**config.mk**
```make
export PLATFORM = sky130hd
export DESIGN_NAME = bcd_keystroke_player
export DESIGN_NICKNAME = d
export VERILOG_FILES = /design/src/rtl/bcd_keystroke_player.sv
export SDC_FILE = /design/constraint.sdc
export NUM_CORES = 1
export LEC_CHECK = 0
export CAP_MARGIN = 0
export CELL_PAD_IN_SITES_DETAIL_PLACEMENT = 0
export CELL_PAD_IN_SITES_GLOBAL_PLACEMENT = 1
export CORE_ASPECT_RATIO = 1.2
export CORE_MARGIN = 3
export CORE_UTILIZATION = 41
export CTS_CLUSTER_DIAMETER = 200
export DETAILED_ROUTE_END_ITERATION = 16
export PLACE_DENSITY_LB_ADDON = 0.1
export SLEW_MARGIN = 40
export SYNTH_ARGS = -nofsm -noshare
export SYNTH_HDL_FRONTEND = slang
export SYNTH_SLANG_ARGS = --single-unit
```
**constraint.sdc**
```tcl
create_clock -name clk -period 2.4 [get_ports clk]
set_input_delay 0.36 -clock clk [delete_from_list [all_inputs] [get_ports clk]]
set_output_delay 0.36 -clock clk [all_outputs]
set_load 0.05 [all_outputs]
```
**src/rtl/bcd_keystroke_player.sv**
```systemverilog
// bcd_keystroke_player
// Converts a binary value (0-99) to two BCD digits and replays it as the
// keystroke sequence a 2-digit sentence builder expects: clear, tens, ones.
// Each keystroke is set up for one cycle, strobed with new_val for
// PULSE_CYCLES cycles, then held for GAP_CYCLES cycles after new_val falls.
// Optional feature: define LEADING_ZERO_SUPPRESS_EN to skip the tens
// keystroke when the tens digit is zero.
module bcd_keystroke_player #(
  parameter int PULSE_CYCLES = 4,
  parameter int GAP_CYCLES   = 4
) (
  input  logic       clk,
  input  logic       reset,
  input  logic       start,
  input  logic [7:0] value,
  output logic [3:0] bcd,
  output logic       key_valid,
  output logic       new_val,
  output logic       kb_reset,
  output logic       busy,
  output logic       done,
  output logic       err
);

  localparam logic [2:0] S_IDLE      = 3'd0;
  localparam logic [2:0] S_CONV      = 3'd1;
  localparam logic [2:0] S_KEY_SETUP = 3'd2;
  localparam logic [2:0] S_KEY_PULSE = 3'd3;
  localparam logic [2:0] S_KEY_HOLD  = 3'd4;
  localparam logic [2:0] S_DONE      = 3'd5;

  localparam logic [3:0] CLEAR_CODE = 4'hC;
  localparam logic [7:0] MAX_VALUE  = 8'd99;

  localparam int CNT_MAX = (PULSE_CYCLES > GAP_CYCLES) ? PULSE_CYCLES : GAP_CYCLES;
  localparam int CNT_W   = (CNT_MAX > 1) ? $clog2(CNT_MAX) : 1;

  localparam logic [CNT_W-1:0] PULSE_LAST = CNT_W'(PULSE_CYCLES - 1);
  localparam logic [CNT_W-1:0] GAP_LAST   = CNT_W'(GAP_CYCLES - 1);

  logic [2:0]       state, state_n;
  logic [6:0]       rem, rem_n;
  logic [3:0]       tens, tens_n;
  logic [3:0]       ones, ones_n;
  logic [1:0]       k, k_n;
  logic [CNT_W-1:0] cnt, cnt_n;

  logic [3:0] bcd_n;
  logic       key_valid_n;
  logic       new_val_n;
  logic       kb_reset_n;
  logic       busy_n;
  logic       done_n;
  logic       err_n;

  logic       key_active_n;
  logic [3:0] code_n;

  // Next-state, datapath and keystroke sequencing.
  always_comb begin
    state_n = state;
    rem_n   = rem;
    tens_n  = tens;
    ones_n  = ones;
    k_n     = k;
    cnt_n   = cnt;
    err_n   = 1'b0;

    case (state)
      S_IDLE: begin
        if (start) begin
          rem_n  = value[6:0];
          tens_n = '0;
          if (value > MAX_VALUE) begin
            err_n = 1'b1;
          end else begin
            state_n = S_CONV;
          end
        end
      end

      S_CONV: begin
        // Repeated subtraction: one decade per cycle.
        if (rem >= 7'd10) begin
          rem_n  = rem - 7'd10;
          tens_n = tens + 4'd1;
        end else begin
          ones_n  = rem[3:0];
          k_n     = 2'd0;
          state_n = S_KEY_SETUP;
        end
      end

      S_KEY_SETUP: begin
        cnt_n   = '0;
        state_n = S_KEY_PULSE;
      end

      S_KEY_PULSE: begin
        if (cnt == PULSE_LAST) begin
          cnt_n   = '0;
          state_n = S_KEY_HOLD;
        end else begin
          cnt_n = cnt + 1'b1;
        end
      end

      S_KEY_HOLD: begin
        if (cnt == GAP_LAST) begin
          cnt_n = '0;
          if (k == 2'd2) begin
            state_n = S_DONE;
          end else begin
            state_n = S_KEY_SETUP;
`ifdef LEADING_ZERO_SUPPRESS_EN
            if ((k == 2'd0) && (tens == 4'd0)) begin
              k_n = 2'd2;
            end else begin
              k_n = k + 2'd1;
            end
`else
            k_n = k + 2'd1;
`endif
          end
        end else begin
          cnt_n = cnt + 1'b1;
        end
      end

      S_DONE: begin
        state_n = S_IDLE;
      end

      default: begin
        state_n = S_IDLE;
      end
    endcase
  end

  // Output values decoded from the next state so the outputs are registered
  // and change in the same cycle the state does.
  always_comb begin
    key_active_n = (state_n == S_KEY_SETUP) || (state_n == S_KEY_PULSE) ||
                   (state_n == S_KEY_HOLD);
    case (k_n)
      2'd0:    code_n = CLEAR_CODE;
      2'd1:    code_n = tens_n;
      default: code_n = ones_n;
    endcase
    bcd_n       = key_active_n ? code_n : 4'd0;
    key_valid_n = key_active_n;
    kb_reset_n  = key_active_n && (k_n == 2'd0);
    new_val_n   = (state_n == S_KEY_PULSE);
    busy_n      = (state_n != S_IDLE);
    done_n      = (state_n == S_DONE);
  end

  // State, datapath and output registers with synchronous reset.
  always_ff @(posedge clk) begin
    if (reset) begin
      state     <= S_IDLE;
      rem       <= '0;
      tens      <= '0;
      ones      <= '0;
      k         <= '0;
      cnt       <= '0;
      bcd       <= '0;
      key_valid <= 1'b0;
      new_val   <= 1'b0;
      kb_reset  <= 1'b0;
      busy      <= 1'b0;
      done      <= 1'b0;
      err       <= 1'b0;
    end else begin
      state     <= state_n;
      rem       <= rem_n;
      tens      <= tens_n;
      ones      <= ones_n;
      k         <= k_n;
      cnt       <= cnt_n;
      bcd       <= bcd_n;
      key_valid <= key_valid_n;
      new_val   <= new_val_n;
      kb_reset  <= kb_reset_n;
      busy      <= busy_n;
      done      <= done_n;
      err       <= err_n;
    end
  end

endmodule

```
==> results.py <==
metrics = {
    "routing": {
        "firstDrtPassIters": 4,
        "drc": 0,
        "via_per_inst": 5.238,
        "drtAntennaViolNets": 0,
        "wl_per_cell_um": 13.72,
        "routed_wl_um": 3568,
        "drt_iter0_drc": 51,
        "vias": 1362,
    },
    "worst_setup_path": {
        "cp_cell_sequence": "inv_1 > ha_1 > nor2b_1 > buf_4 > nor4b_4 > buf_4 > and3_1 > a211oi_1 > buf_4 > o22a_1 > nor2_1",
        "endpoint_kind": "flop",
        "cp-start-kind": "flop",
        "cp_top_family": "simple AND/OR/NAND/NOR gates",
        "crit_required_ns": 2.61,
        "crit_path_max_fanout": 5,
        "path_common_cell": "buf_4",
        "ff2ff_setup_slack_ns": 0.24,
        "path_class": "reg -> reg",
        "crit_buf_inv": 4,
        "slowest_delay_ns": 0.38,
        "worst_path_max_delay_cell": "nor4b_4",
        "cp.arrival_ns": 2.37,
    },
    "timing": {
        "rsz0062_at_grt": "false",
        "fin_crit_ns": 2.157,
        "fin_tns_setup_ns": 0,
        "max_freq_ghz": 0.4636,
        "finalClockSkew_ns": 0.003303,
        "finalSetupViolCount": 0,
        "period_share_pct": 89.87,
        "hold_viol_final": 0,
        "slew-limit-headroom_pct": 45.01,
        "drv_slew": 0,
        "worst_pin_slew_ns": 0.8186,
    },
    "floorplanning": {
        "ios": 21,
        "die-height_um": 73.74,
        "die_area_sq_um": 4605,
        "die_w_um": 62.45,
        "fp.coreArea_sq_um": 3664,
        "row_count": 24,
        "start_util_pct": 42.79,
    },
    "cts": {
        "cts_made_buffers": 5,
        "htreeDepth": 2,
        "clk_pin_slew_ns": 0.07,
        "clock_latency_ns": 0.27,
        "clockBufferDepth": 2,
        "cts_resized": 0,
        "cts_tree": "done",
        "hold_buffers": 0,
        "cts.sinks": 32,
        "post_cts_buffers": 0,
        "cts_root_buf": "clkbuf_8",
    },
    "power": {
        "powerDensity_nw_per_um2": 785.7,
        "leakage_nw": 0.7735,
        "vdd_drop_max_mv": 0.4187,
    },
    "synthesis": {
        "synth_area_leader_cell": "dfxtp_1",
        "synth.yosys.seq_area_share_pct": 40.86,
        "synth.area.top_cells": "dfxtp_1, nor2_1, mux2i_1, ha_1, a21oi_1",
        "async_flop_share_pct": 0,
        "synthesis.nets": 194,
        "synth_cell_type_count": 42,
        "synth_ff_type": "dfxtp_1",
        "syn_inst": 178,
        "syn-cell-area_sq_um": 1568,
        "yosys.area.top_type_share_pct": 40.86,
        "ys_seq_elements": 32,
        "avgSynthCellArea_sq_um": 8.808,
        "synth-edff-count": 0,
        "synth_warnings": 0,
    },
    "cells_and_area": {
        "diodes": 0,
        "nets": 223,
        "drive_above_1_share_pct": 12.02,
        "final-seq-area_sq_um": 640.6,
        "fillers": 369,
        "final_cells": 260,
        "area_growth_pct": 26.02,
        "multi_input_area_sq_um": 864.6,
    },
    "grt": {
        "grt_max_degree": 18,
        "grt_pass1_wl_um": 5968,
        "grt_pass1_vias": 1333,
        "gr-usage-all-layers_pct": 16.42,
        "antenna_found_initial": 0,
        "grt.overflow.total": 0,
    },
    "placed_design": {
        "buffer_ports.inserted": 20,
        "place_hpwl_um": 2720,
        "routabilityCongestion": 0.8170,
        "place_inst": 250,
    },
    "hold_path": {
        "hold_path_class": "reg -> reg",
    },
    "run": {
        "maxCapViolations": 0,
    },
    "status": {
        "status": "completed",
    },
}
[tightest hold or removal path, delay by kind of cell, from the launching register on]
kind / cells / cell delay (ns)
compound gates: 1 / 0.08
flops: 1 / 0.31
simple gates: 1 / 0.08
[metal layers]
metal	share of wire, %	GRT usage (%)	vias to the layer above
met2	50	30.69	28
li1	-	-	688
met3	3.7	3.976	8
met4	3.0	7.598	0
met5	0	0	-
met1	43	17.48	638
[power breakdown]
part | total, mW | switching, mW | internal, mW
combinational | 0.437 | 0.252 | 0.185
clock | 0.499 | 0.191 | 0.308
sequential | 0.616 | 0.0405 | 0.575
total | 1.55 | 0.484 | 1.07
[layout by cell type, fill, tap and decap left out, types with 2 or more instances in the layout]
| master | instances |
|---|---|
| nand3_1 | 6 |
| buf_4 | 9 |
| mux2i_1 | 8 |
| a211oi_1 | 5 |
| o211ai_1 | 2 |
| a21oi_1 | 10 |
| nor2_1 | 33 |
| dfxtp_1 | 32 |
| nor3_1 | 5 |
| nand2_1 | 8 |
| o21ai_0 | 6 |
| o22a_1 | 2 |
| clkdlybuf4s50_1 | 20 |
| a22oi_1 | 5 |
| nor2b_1 | 5 |
| a21o_1 | 2 |
| ha_1 | 5 |
| a31oi_1 | 3 |
| inv_1 | 8 |
| nand3b_1 | 3 |
| clkbuf_8 | 5 |
| o21ai_1 | 3 |
[state kept, by name, summed over array words and instances, names as in the netlist]
| name | count |
|---|---|
| bcd | 4 |
| busy | 1 |
| cnt | 2 |
| done | 1 |
| err | 1 |
| k | 2 |
| kb_reset | 1 |
| key_valid | 1 |
| new_val | 1 |
| ones | 4 |
| rem | 7 |
| state | 3 |
| tens | 4 |
[kinds of logic after synthesis]
group,Yosys count,synth area share [%]
AND/OR/NAND/NOR,73,25.62
multiplexers,8,5.108
AO/OA/AOI/OAI,45,20.43
flip-flops,32,40.86
adder cells (fa/ha/maj),5,3.990
buffers and inverters,15,3.990
[final cells by class]
cell class | instances | area share (%)
Clock inverter | 2 | 1.773
Multi-Input combinational cell | 131 | 43.76
Clock buffer | 6 | 3.673
Timing Repair Buffer | 29 | 13.55
Inverter | 8 | 1.520
Tap cell | 52 | 3.293
Sequential cell | 32 | 32.43
[cells in the mapped netlist (2+ instances only)]
cell and n:
a211oi_1 5, a21o_1 2, a21oi_1 10, a22oi_1 5, a31oi_1 3, buf_2 2
clkbuf_1 4, dfxtp_1 32, ha_1 5, inv_1 8, mux2i_1 8, nand2_1 8
nand3_1 6, nand3b_1 3, nor2_1 33, nor2b_1 5, nor3_1 5, o211ai_1 2
o21ai_0 6, o21ai_1 3, o22a_1 2
[path summary, 6_finish.rpt]
path,depth (start not counted),from,endpoint
worst max register to register,11,rem[2]$_SDFFE_PP0P_,bcd[1]$_SDFF_PP0_
worst min register to register,2,ones[2]$_SDFF_PP0_,ones[2]$_SDFF_PP0_
worst max-delay path,11,rem[2]$_SDFFE_PP0P_,bcd[1]$_SDFF_PP0_
worst min-delay path,2,ones[2]$_SDFF_PP0_,ones[2]$_SDFF_PP0_
[stage by stage]
step	setup slack (ns)	total power, mW	area, sq um	hold slack [ns]	util, %
after floorplan	0.4438	0.9241	1568	0.4316	-
after global placement	0.2311	1.040	1853	0.4803	50.58
after detailed placement	0.1316	1.048	1853	0.4988	50.58
after CTS	0.1527	1.548	1961	0.5143	53.52
after global routing	0.09978	1.628	1976	0.5643	53.93
final	0.2430	1.552	1976	0.5054	53.93
Power figures use the tool's default switching activity.
